<file path="src/rtl/instruction_encoder_pkg.sv">
// Shared instruction definitions for the encoder, its bench and the assembler tooling.
// Holds the encoding-format selector and the major opcodes used by the encoder tests.
package instruction_encoder_pkg;

   // One-hot format select; all-zero selects R-type.
   typedef enum logic [4:0] {
      EncR = 5'b00000,
      EncI = 5'b00001,
      EncS = 5'b00010,
      EncB = 5'b00100,
      EncU = 5'b01000,
      EncJ = 5'b10000
   } EncodingType;

   localparam logic [6:0] OpOpImm  = 7'h13;
   localparam logic [6:0] OpOp     = 7'h33;
   localparam logic [6:0] OpStore  = 7'h23;
   localparam logic [6:0] OpBranch = 7'h63;
   localparam logic [6:0] OpLui    = 7'h37;
   localparam logic [6:0] OpJal    = 7'h6F;

endpackage

</file>
<file path="src/rtl/instruction_encoder_if.sv">
// Field-set input stream, address load and instruction-memory write stream of the encoder.
// slave  : encoder view (consumes fields, produces out_* / err*)
// master : producer / consumer view (drives fields and out_ready)
interface instruction_encoder_if;
   import instruction_encoder_pkg::*;

   logic        in_valid;
   logic        in_ready;
   EncodingType en;
   logic [6:0]  opcode;
   logic [2:0]  funct3;
   logic [6:0]  funct7;
   logic [4:0]  rd;
   logic [4:0]  rs1;
   logic [4:0]  rs2;
   logic [31:0] imm;
   logic        load_en;
   logic [31:0] load_addr;
   logic        out_valid;
   logic        out_ready;
   logic [31:0] out_addr;
   logic [31:0] out_inst;
   logic        err;
   logic [7:0]  err_count;

   modport slave (
      input  in_valid, en, opcode, funct3, funct7, rd, rs1, rs2, imm, load_en, load_addr,
      input  out_ready,
      output in_ready, out_valid, out_addr, out_inst, err, err_count
   );

   modport master (
      output in_valid, en, opcode, funct3, funct7, rd, rs1, rs2, imm, load_en, load_addr,
      output out_ready,
      input  in_ready, out_valid, out_addr, out_inst, err, err_count
   );

endinterface

</file>
<file path="src/rtl/instruction_encoder_imm_range_check.sv">
// ImmRangeCheck: reports whether imm is representable in the selected instruction format.
// en  : format select (one-hot, zero = R-type)
// imm : signed immediate
// ok  : 1 when imm fits the format (R-type always ok, malformed selects never ok)
module instruction_encoder_imm_range_check
   import instruction_encoder_pkg::*;
(
   input  EncodingType en,
   input  logic [31:0] imm,
   output logic        ok
);

   always_comb begin
      ok = 1'b0;
      case (en)
         EncR:       ok = 1'b1;
         EncI, EncS: ok = (imm == {{20{imm[11]}}, imm[11:0]});
         EncB:       ok = (imm == {{19{imm[12]}}, imm[12:0]}) && !imm[0];
         EncJ:       ok = (imm == {{11{imm[20]}}, imm[20:0]}) && !imm[0];
         EncU:       ok = (imm[11:0] == 12'h000);
         default:    ok = 1'b0;
      endcase
   end

endmodule

</file>
<file path="src/rtl/instruction_encoder.sv">
// Packs RV32 instruction fields into a 32-bit word, tags it with a running byte address and
// queues {addr, inst} in a 2-entry FIFO feeding the instruction-memory write stream.
// clk   : clock, rising edge
// reset : asynchronous active-high reset
// bus   : field input stream, address load, output stream and error reporting
module instruction_encoder
   import instruction_encoder_pkg::*;
#(
   parameter logic [31:0] BASE_ADDR = 32'h0
) (
   input logic                  clk,
   input logic                  reset,
   instruction_encoder_if.slave bus
);

   logic [63:0] mem_q [2];
   logic [63:0] mem_d [2];
   logic        wr_ptr_q, wr_ptr_d;
   logic        rd_ptr_q, rd_ptr_d;
   logic [1:0]  count_q, count_d;
   logic        in_ready_q, in_ready_d;
   logic [31:0] addr_q, addr_d;
   logic        err_q, err_d;
   logic [7:0]  err_count_q, err_count_d;

   logic        imm_ok;
   logic        accept, push, pop;
   logic [31:0] inst_addr;
   logic [31:0] inst;
   logic        unused_load_bits;

   assign unused_load_bits = ^bus.load_addr[1:0];

   instruction_encoder_imm_range_check u_imm_check (
      .en  (bus.en),
      .imm (bus.imm),
      .ok  (imm_ok)
   );

   // Field packing; fields a format does not use stay zero.
   always_comb begin
      inst      = '0;
      inst[6:0] = bus.opcode;
      case (bus.en)
         EncR: begin
            inst[31:25] = bus.funct7;
            inst[24:20] = bus.rs2;
            inst[19:15] = bus.rs1;
            inst[14:12] = bus.funct3;
            inst[11:7]  = bus.rd;
         end
         EncI: begin
            inst[31:20] = bus.imm[11:0];
            inst[19:15] = bus.rs1;
            inst[14:12] = bus.funct3;
            inst[11:7]  = bus.rd;
         end
         EncS: begin
            inst[31:25] = bus.imm[11:5];
            inst[24:20] = bus.rs2;
            inst[19:15] = bus.rs1;
            inst[14:12] = bus.funct3;
            inst[11:7]  = bus.imm[4:0];
         end
         EncB: begin
            inst[31:25] = {bus.imm[12], bus.imm[10:5]};
            inst[24:20] = bus.rs2;
            inst[19:15] = bus.rs1;
            inst[14:12] = bus.funct3;
            inst[11:7]  = {bus.imm[4:1], bus.imm[11]};
         end
         EncU: begin
            inst[31:12] = bus.imm[31:12];
            inst[11:7]  = bus.rd;
         end
         EncJ: begin
            inst[31:12] = {bus.imm[20], bus.imm[10:1], bus.imm[11], bus.imm[19:12]};
            inst[11:7]  = bus.rd;
         end
         default: inst = '0;
      endcase
   end

   always_comb begin
      accept = bus.in_valid && in_ready_q;
      push   = accept && imm_ok;
      pop    = (count_q != 2'd0) && bus.out_ready;

      // A load in the accept cycle re-targets the instruction being accepted.
      inst_addr = bus.load_en ? {bus.load_addr[31:2], 2'b00} : addr_q;
      addr_d    = push ? inst_addr + 32'd4 : inst_addr;

      mem_d = mem_q;
      if (push) begin
         mem_d[wr_ptr_q] = {inst_addr, inst};
      end
      wr_ptr_d = wr_ptr_q ^ push;
      rd_ptr_d = rd_ptr_q ^ pop;

      count_d = count_q;
      case ({push, pop})
         2'b10:   count_d = count_q + 2'd1;
         2'b01:   count_d = count_q - 2'd1;
         default: count_d = count_q;
      endcase
      // Registered from next occupancy, so a pop while full frees a slot one cycle later.
      in_ready_d = (count_d < 2'd2);

      err_d       = accept && !imm_ok;
      err_count_d = err_count_q;
      if (err_d && (err_count_q != 8'hFF)) begin
         err_count_d = err_count_q + 8'd1;
      end
   end

   always_ff @(posedge clk or posedge reset) begin
      if (reset) begin
         for (int i = 0; i < 2; i++) begin
            mem_q[i] <= '0;
         end
         wr_ptr_q    <= 1'b0;
         rd_ptr_q    <= 1'b0;
         count_q     <= 2'd0;
         in_ready_q  <= 1'b1;
         addr_q      <= BASE_ADDR;
         err_q       <= 1'b0;
         err_count_q <= 8'd0;
      end else begin
         mem_q       <= mem_d;
         wr_ptr_q    <= wr_ptr_d;
         rd_ptr_q    <= rd_ptr_d;
         count_q     <= count_d;
         in_ready_q  <= in_ready_d;
         addr_q      <= addr_d;
         err_q       <= err_d;
         err_count_q <= err_count_d;
      end
   end

   assign bus.in_ready  = in_ready_q;
   assign bus.out_valid = (count_q != 2'd0);
   assign bus.out_addr  = mem_q[rd_ptr_q][63:32];
   assign bus.out_inst  = mem_q[rd_ptr_q][31:0];
   assign bus.err       = err_q;
   assign bus.err_count = err_count_q;

endmodule

</file>
<file path="src/flat_wrapper.sv">
// flat-port wrapper written by rule: the top's interface ports become plain ports
module instruction_encoder_flat import instruction_encoder_pkg::*;
#(
   parameter logic [31:0] BASE_ADDR = 32'h0
)
  (clk, reset, bus_in_valid, bus_en, bus_opcode, bus_funct3, bus_funct7, bus_rd, bus_rs1, bus_rs2, bus_imm, bus_load_en, bus_load_addr, bus_out_ready, bus_in_ready, bus_out_valid, bus_out_addr, bus_out_inst, bus_err, bus_err_count);
  instruction_encoder_if bus_i ();
  input logic clk;
  input logic reset;
  input wire logic [$bits(bus_i.in_valid)-1:0] bus_in_valid;
  input wire logic [$bits(bus_i.en)-1:0] bus_en;
  input wire logic [$bits(bus_i.opcode)-1:0] bus_opcode;
  input wire logic [$bits(bus_i.funct3)-1:0] bus_funct3;
  input wire logic [$bits(bus_i.funct7)-1:0] bus_funct7;
  input wire logic [$bits(bus_i.rd)-1:0] bus_rd;
  input wire logic [$bits(bus_i.rs1)-1:0] bus_rs1;
  input wire logic [$bits(bus_i.rs2)-1:0] bus_rs2;
  input wire logic [$bits(bus_i.imm)-1:0] bus_imm;
  input wire logic [$bits(bus_i.load_en)-1:0] bus_load_en;
  input wire logic [$bits(bus_i.load_addr)-1:0] bus_load_addr;
  input wire logic [$bits(bus_i.out_ready)-1:0] bus_out_ready;
  output wire logic [$bits(bus_i.in_ready)-1:0] bus_in_ready;
  output wire logic [$bits(bus_i.out_valid)-1:0] bus_out_valid;
  output wire logic [$bits(bus_i.out_addr)-1:0] bus_out_addr;
  output wire logic [$bits(bus_i.out_inst)-1:0] bus_out_inst;
  output wire logic [$bits(bus_i.err)-1:0] bus_err;
  output wire logic [$bits(bus_i.err_count)-1:0] bus_err_count;
  assign bus_i.in_valid = bus_in_valid;
  assign bus_i.en = bus_en;
  assign bus_i.opcode = bus_opcode;
  assign bus_i.funct3 = bus_funct3;
  assign bus_i.funct7 = bus_funct7;
  assign bus_i.rd = bus_rd;
  assign bus_i.rs1 = bus_rs1;
  assign bus_i.rs2 = bus_rs2;
  assign bus_i.imm = bus_imm;
  assign bus_i.load_en = bus_load_en;
  assign bus_i.load_addr = bus_load_addr;
  assign bus_i.out_ready = bus_out_ready;
  assign bus_in_ready = bus_i.in_ready;
  assign bus_out_valid = bus_i.out_valid;
  assign bus_out_addr = bus_i.out_addr;
  assign bus_out_inst = bus_i.out_inst;
  assign bus_err = bus_i.err;
  assign bus_err_count = bus_i.err_count;
  instruction_encoder #(.BASE_ADDR(BASE_ADDR)) u_core (.clk(clk), .reset(reset), .bus(bus_i));
endmodule
</file>
<file path="config.mk">
export PLATFORM = sky130hd
export DESIGN_NAME = instruction_encoder_flat
export DESIGN_NICKNAME = d
export VERILOG_FILES = /design/src/rtl/instruction_encoder_pkg.sv /design/src/rtl/instruction_encoder_if.sv /design/src/rtl/instruction_encoder_imm_range_check.sv /design/src/rtl/instruction_encoder.sv /design/src/flat_wrapper.sv
export SDC_FILE = /design/constraint.sdc
export NUM_CORES = 1
export LEC_CHECK = 0
export CAP_MARGIN = 5
export CORE_ASPECT_RATIO = 0.5
export CORE_MARGIN = 2
export CORE_UTILIZATION = 56
export DETAILED_ROUTE_END_ITERATION = 8
export HOLD_SLACK_MARGIN = 0.1
export PLACE_DENSITY = 0.86
export SKIP_LAST_GASP = 1
export SLEW_MARGIN = 20
export SYNTH_ARGS = -nofsm -noshare
export SYNTH_HDL_FRONTEND = slang
export SYNTH_SLANG_ARGS = --single-unit
</file>
<file path="constraint.sdc">
create_clock -name clk -period 19.45 [get_ports clk]
set_clock_uncertainty 0.2 [all_clocks]
set_input_delay 5.835 -clock clk [delete_from_list [all_inputs] [get_ports clk]]
set_output_delay 5.835 -clock clk [all_outputs]
set_load 0.01 [all_outputs]
</file>
==> flow_summary.json, run 1 <==
{
  "first_pass_iters": 8,
  "cts_tree": "done",
  "fin_crit_sh_pct": 51.3,
  "ys_types": 55,
  "ys_seq_area_share_pct": 49.7,
  "critPathMaxFanout": 61,
  "grt_pass1_vias": 7149,
  "rsz0062_at_grt": "no",
  "ys.flop_type": "dfrtp_1",
  "regArea_mm2": 0.00436,
  "ctsHoldBuffers": 0,
  "vias_per_cell": 5.87,
  "drive_above_1_share_pct": 14.7,
  "timing.rr.start": "u_core.bus.in_ready$_DFF_PP1_",
  "cts_buffers": 17,
  "insertedDiodeCount": 0,
  "multi_input_area_mm2": 0.00415,
  "antenna_found_initial": 0,
  "finalHoldViolations": 0,
  "clockBufferDepth": 2,
  "powerDensity_mw_per_mm2": 118,
  "num_rows": 32,
  "cts_sinks": 174,
  "postSynthAreaPerCell_um2": 10.5,
  "synth_edf_count": 0,
  "num-fill-cells": 1085,
  "cts.reportedPaths.clkPinSlew_ns": 0.07,
  "yosysWarnings": 0,
  "post_cts_buffers": 0,
  "drtAntennaViolNets": 0,
  "synth_nets": 944,
  "die_w_um": 181,
  "dp_hpwl_um": 14800,
  "cts_htree_levels": 4,
  "setup_viol": 0,
  "max_cap_violations": 0,
  "layout-area-overhead-vs-synth_pct": 28.2,
  "mostFrequentLayoutCells": "177 x clkdlybuf4s50_1, 172 x dfrtp_1, 127 x nor2_1, 122 x a21oi_1, 88 x mux2_2",
  "final_common_cell": "clkdlybuf4s50_1",
  "drc": 0,
  "pin_count": 181,
  "crit_start": "bus_en[0]",
  "cp-start-kind": "input port",
  "nNetsFinal": 1093,
  "port_buffers": 178,
  "syn_inst": 833,
  "grt_max_degree": 114,
  "grt_pass1_wl_um": 36400,
  "core_region_area_mm2": 0.0153,
  "p_leak_nw": 4.83,
  "total_power_mw": 1.33,
  "finalSetupTns_ns": 0,
  "globalplace.congestion": 0.900,
  "fmax_mhz": 100,
  "drv_slew": 0,
  "outcome": "complete, no violations",
  "ir_drop_uv": 72.7,
  "synth_seq_cells": 174,
  "routedWlPerCell_um": 18.4,
  "overflow": 0,
  "drt-total-wl_um": 22100,
  "layout_min_cycle_time_ns": 9.98,
  "async_flop_share_pct": 100,
  "crit_type": "in -> reg",
  "syn_area_mm2": 0.00876,
  "die_h_um": 92.5,
  "tightest_slew_ns": 1.11,
  "worstPathArrival_ns": 10.08,
  "initial_core_util_pct": 57.2,
  "drtIter0Drc": 491,
  "clk_latency_ns": 0.42,
  "root_buffer": "clkbuf_16",
  "required_ns": 19.54,
  "cts_resized": 0,
  "grt_usage_pct": 27.1,
  "endpoint_kind": "flop",
  "min_path_type": "reg -> reg",
  "dieArea_mm2": 0.0167,
  "max_slew_margin_pct": 25.6,
  "num_vias": 7037
}
[cell type report]
type	count	share of cell area, %
clock inverters	13	1.58
flip-flops and latches	174	38.8
well taps	204	2.27
multi-input cells	596	37.0
inverters	9	0.367
repair buffers	184	16.2
clock buffers	19	3.85
[where the power goes]
group,internal (mW),switching (mW)
combinational,0.251,0.206
sequential,0.458,0.0557
clock,0.206,0.151
[registers in the layout (all words and copies together), names as in the netlist, named ones only]
signal and count:
u_core.mem_q 128, u_core.bus.in_ready 1, u_core.bus.err 1, u_core.rd_ptr_q 1, u_core.bus.err_count 8, u_core.count_q 1
u_core.addr_q 32, u_core.wr_ptr_q 1
[per-layer routing]
metal	wire [um]	part of all wire, %	track usage, %
met2	10700	48	46.4
met3	1430	6.5	4.68
met5	0	0	0
met1	9710	44	36.4
met4	278	1.3	6.59
[critical path, cell delays in order]
cell and delay (ns):
clkdlybuf4s50_1 0.73, xnor2_1 0.18, nor3b_2 0.24, a31oi_1 0.12, o31a_1 0.52, a21oi_4 0.67, ha_4 0.67, buf_4 0.65
mux2_2 0.41
[path summary, 6_finish.rpt]
check                                                     to  slack [ns]  cells after the start
worst max-delay path            u_core.mem_q[69]$_DFFE_PP0P_        9.47                      9
worst min-delay path                                    flop        0.28                      1
worst max register to register  u_core.mem_q[69]$_DFFE_PP0P_       16.11                      5
worst min register to register                          flop        0.28                      1
max in group asynchronous          u_core.rd_ptr_q$_DFF_PP0_       11.92                      3
min in group asynchronous       u_core.mem_q[23]$_DFFE_PP0P_        5.77                      2
[cells by family after synthesis]
family,Yosys count,synth area share [%]
muxes,122,15.2
buffers and inverters,63,3.20
AOI/OAI and AO/OA,168,11.7
xor gates and xnor gates,45,4.50
and+or+nand+nor,256,15.0
DFF,174,49.7
adders and majority gates,5,0.714
[Yosys cell counts, types with 4 or more instances]
library cell / number / area [um2]
nand4_1: 16 / 100
and2_1: 10 / 62.6
nor3_1: 5 / 25.0
and4_1: 5 / 43.8
a222oi_1: 12 / 120
mux2i_1: 34 / 340
nand3b_1: 9 / 67.6
nand2_1: 13 / 48.8
xor2_1: 22 / 193
and3_1: 9 / 56.3
mux2_2: 88 / 991
buf_6: 4 / 45.0
dfrtp_1: 173 / 4330
nor4_1: 11 / 68.8
xnor2_1: 23 / 201
ha_1: 5 / 62.6
a21oi_1: 122 / 611
inv_1: 9 / 33.8
nand3_1: 22 / 110
buf_2: 5 / 25.0
nor2_1: 127 / 477
clkbuf_1: 38 / 143
nor2b_1: 7 / 43.8
buf_1: 5 / 18.8
a22oi_1: 12 / 90.1
[per-stage QoR]
step                instance area (um2)  cells  utilization, %  worst slack [ns]  hold slack (ns)
detailed placement                10600   1167            69.3              9.09            0.270
global route                      11200   1199            73.3              9.21            0.312
CTS                               11200   1199            73.3              9.51            0.281
floorplan                          8760    833               -              8.70            0.249
global placement                  10600   1167            69.3              9.13            0.267
finish                            11200   1199            73.3              9.47            0.279
Power figures use the tool's default switching activity.
==> run 2: changes to the inputs <==
CORE_UTILIZATION = 52   (was 56)
PLACE_DENSITY = 0.81   (was 0.86)
clock period = 9.3 ns   (was 19.45 ns; I/O delays follow)
==> run 2 against run 1 <==
Against the previous run: sequential cell count unchanged; setup slack worse by 7.0 ns; non-clock buffer count is the same; first-iteration DRC count decreased by 1.2%; sequential power up 110%; global-route usage shrank 1.2 points; critical path depth is 1 higher; critical path type unchanged; design area is 0.11% higher; final cell count grew 1.9%; utilization down 4.8 points; die area is 7.4% higher; clock power up 100%.
==> flow_summary.json, run 2 (synthesis results as in run 1) <==
{
  "die_w_um": 188,
  "p_switching_mw": 0.851,
  "root_buffer": "clkbuf_16",
  "nNetsFinal": 1093,
  "rsz0062_at_grt": "no",
  "drive_above_1_share_pct": 14.7,
  "num_rows": 33,
  "path_cells": "clkdlybuf4s50_1 -> xnor2_1 -> nor3b_2 -> a31oi_1 -> o31a_1 -> a21oi_4 -> ha_4 -> buf_4 -> nor2_1 -> a21oi_1",
  "layout-area-overhead-vs-synth_pct": 28.4,
  "max_cap_violations": 0,
  "crit_type": "in -> reg",
  "cts_htree_levels": 4,
  "ctsHoldBuffers": 0,
  "combPwrFrac_pct": 34.7,
  "first_pass_iters": 7,
  "cts_sinks": 174,
  "port_buffers": 178,
  "top_register": "u_core.mem_q",
  "overflow": 0,
  "fin_area_mm2": 0.0113,
  "finalSetupTns_ns": 0,
  "cts_tree": "done",
  "cts_buffers": 17,
  "slowest_stage": "ha_4",
  "critPathMaxStageDelay_ns": 0.94,
  "required_ns": 9.44,
  "pin_count": 181,
  "timing.rr.start": "u_core.bus.in_ready$_DFF_PP1_",
  "tightest_slew_ns": 1.05,
  "endpoint_kind": "flop",
  "p_leak_nw": 4.82,
  "grt_usage_pct": 25.9,
  "clockBufferDepth": 2,
  "core_region_area_mm2": 0.0164,
  "clk_latency_ns": 0.42,
  "critPathMaxFanout": 86,
  "drc": 0,
  "mostFrequentLayoutCells": "177 x clkdlybuf4s50_1, 172 x dfrtp_1, 127 x nor2_1, 122 x a21oi_1, 88 x mux2_2",
  "max_slew_margin_pct": 30.0,
  "grt_max_degree": 94,
  "min_path_type": "reg -> reg",
  "post_cts_buffers": 0,
  "fmax_mhz": 145,
  "crit_buf_inv": 2,
  "drtAntennaViolNets": 0,
  "intPower_mw": 1.90,
  "final_common_cell": "clkdlybuf4s50_1",
  "globalplace.congestion": 0.904,
  "hold_ws_ns": 0.297,
  "finalHoldViolations": 0,
  "swShare_pct": 31.0,
  "p_clk_share_pct": 26.3,
  "cts_resized": 0,
  "initial_core_util_pct": 53.3,
  "largest_reg_flops": 128,
  "layout_min_cycle_time_ns": 6.88,
  "vias_per_cell": 5.74,
  "seq_power_share_pct": 39.0,
  "cts.reportedPaths.clkPinSlew_ns": 0.06,
  "dieArea_mm2": 0.0180,
  "grt_pass1_vias": 7125,
  "grt_pass1_wl_um": 36600,
  "crit_start": "bus_en[1]",
  "dp_hpwl_um": 15100,
  "setup_viol": 0,
  "antenna_found_initial": 0,
  "worstPathArrival_ns": 7.02,
  "fin_crit_sh_pct": 74.0,
  "die_h_um": 95.8,
  "powerDensity_mw_per_mm2": 244,
  "ir_drop_uv": 128,
  "drv_slew": 0,
  "routedWlPerCell_um": 18.5,
  "crit_family": "compound AO/OA/AOI/OAI gates",
  "drtIter0Drc": 485,
  "outcome": "complete, no violations",
  "num_vias": 7014,
  "place_area_mm2": 0.0107,
  "cp-start-kind": "input port",
  "drt-total-wl_um": 22700,
  "insertedDiodeCount": 0
}
[run 2: cell count changes in the layout (fill, tap and decap cells not counted), sizes merged]
cell	previous run	this run
inv	14	11
clkbuf	19	21
clkinv	3	5
bufinv	3	2
[run 2: power by group through the flow]
stage | Clock [mW] | Combinational, mW | Sequential [mW]
after detailed placement | 0 | 0.951 | 1.08
final | 0.723 | 0.952 | 1.07
after floorplan | 0 | 0.527 | 1.06
after CTS | 0.731 | 0.961 | 1.07
after global placement | 0 | 0.934 | 1.07
after global routing | 0.763 | 1.03 | 1.10
[run 2: per-stage QoR]
| stage | setup WS [ns] | util (%) | instances | power, mW |
|---|---|---|---|---|
| finish | 2.42 | 68.5 | 1222 | 2.75 |
| floorplan | 1.59 | - | 833 | 1.58 |
| global route | 2.14 | 68.5 | 1222 | 2.89 |
| CTS | 2.48 | 68.4 | 1222 | 2.76 |
| detailed placement | 2.06 | 64.8 | 1190 | 2.03 |
| global placement | 2.11 | 64.8 | 1190 | 2.00 |
[run 2: worst paths after layout]
path                                                  to  slack [ns]  depth (start not counted)
max                         u_core.mem_q[14]$_DFFE_PP0P_        2.42                         10
min                                                 flop        0.30                          1
max reg2reg                 u_core.mem_q[14]$_DFFE_PP0P_        6.06                          6
min reg2reg                                         flop        0.30                          1
max in group asynchronous  u_core.mem_q[116]$_DFFE_PP0P_        4.90                          3
min in group asynchronous   u_core.mem_q[87]$_DFFE_PP0P_        2.72                          2
[run 2: final cells by class]
| class | instances | area [um2] |
|---|---|---|
| Fill cell | 1295 | 5180 |
| Sequential cell | 174 | 4360 |
| Tap cell | 227 | 284 |
| Multi-Input combinational cell | 596 | 4150 |
| Clock buffer | 21 | 460 |
| Timing Repair Buffer | 184 | 1830 |
| Inverter | 9 | 38.8 |
| Clock inverter | 11 | 133 |
[run 2: metal layers]
layer / vias up / track usage [%] / part of all wire (%)
met3: 26 / 5.40 / 6.0
met4: 0 / 7.09 / 1.4
met2: 237 / 45.1 / 49
li1: 3279 / - / -
met5: - / 0 / 0
met1: 3472 / 33.6 / 44
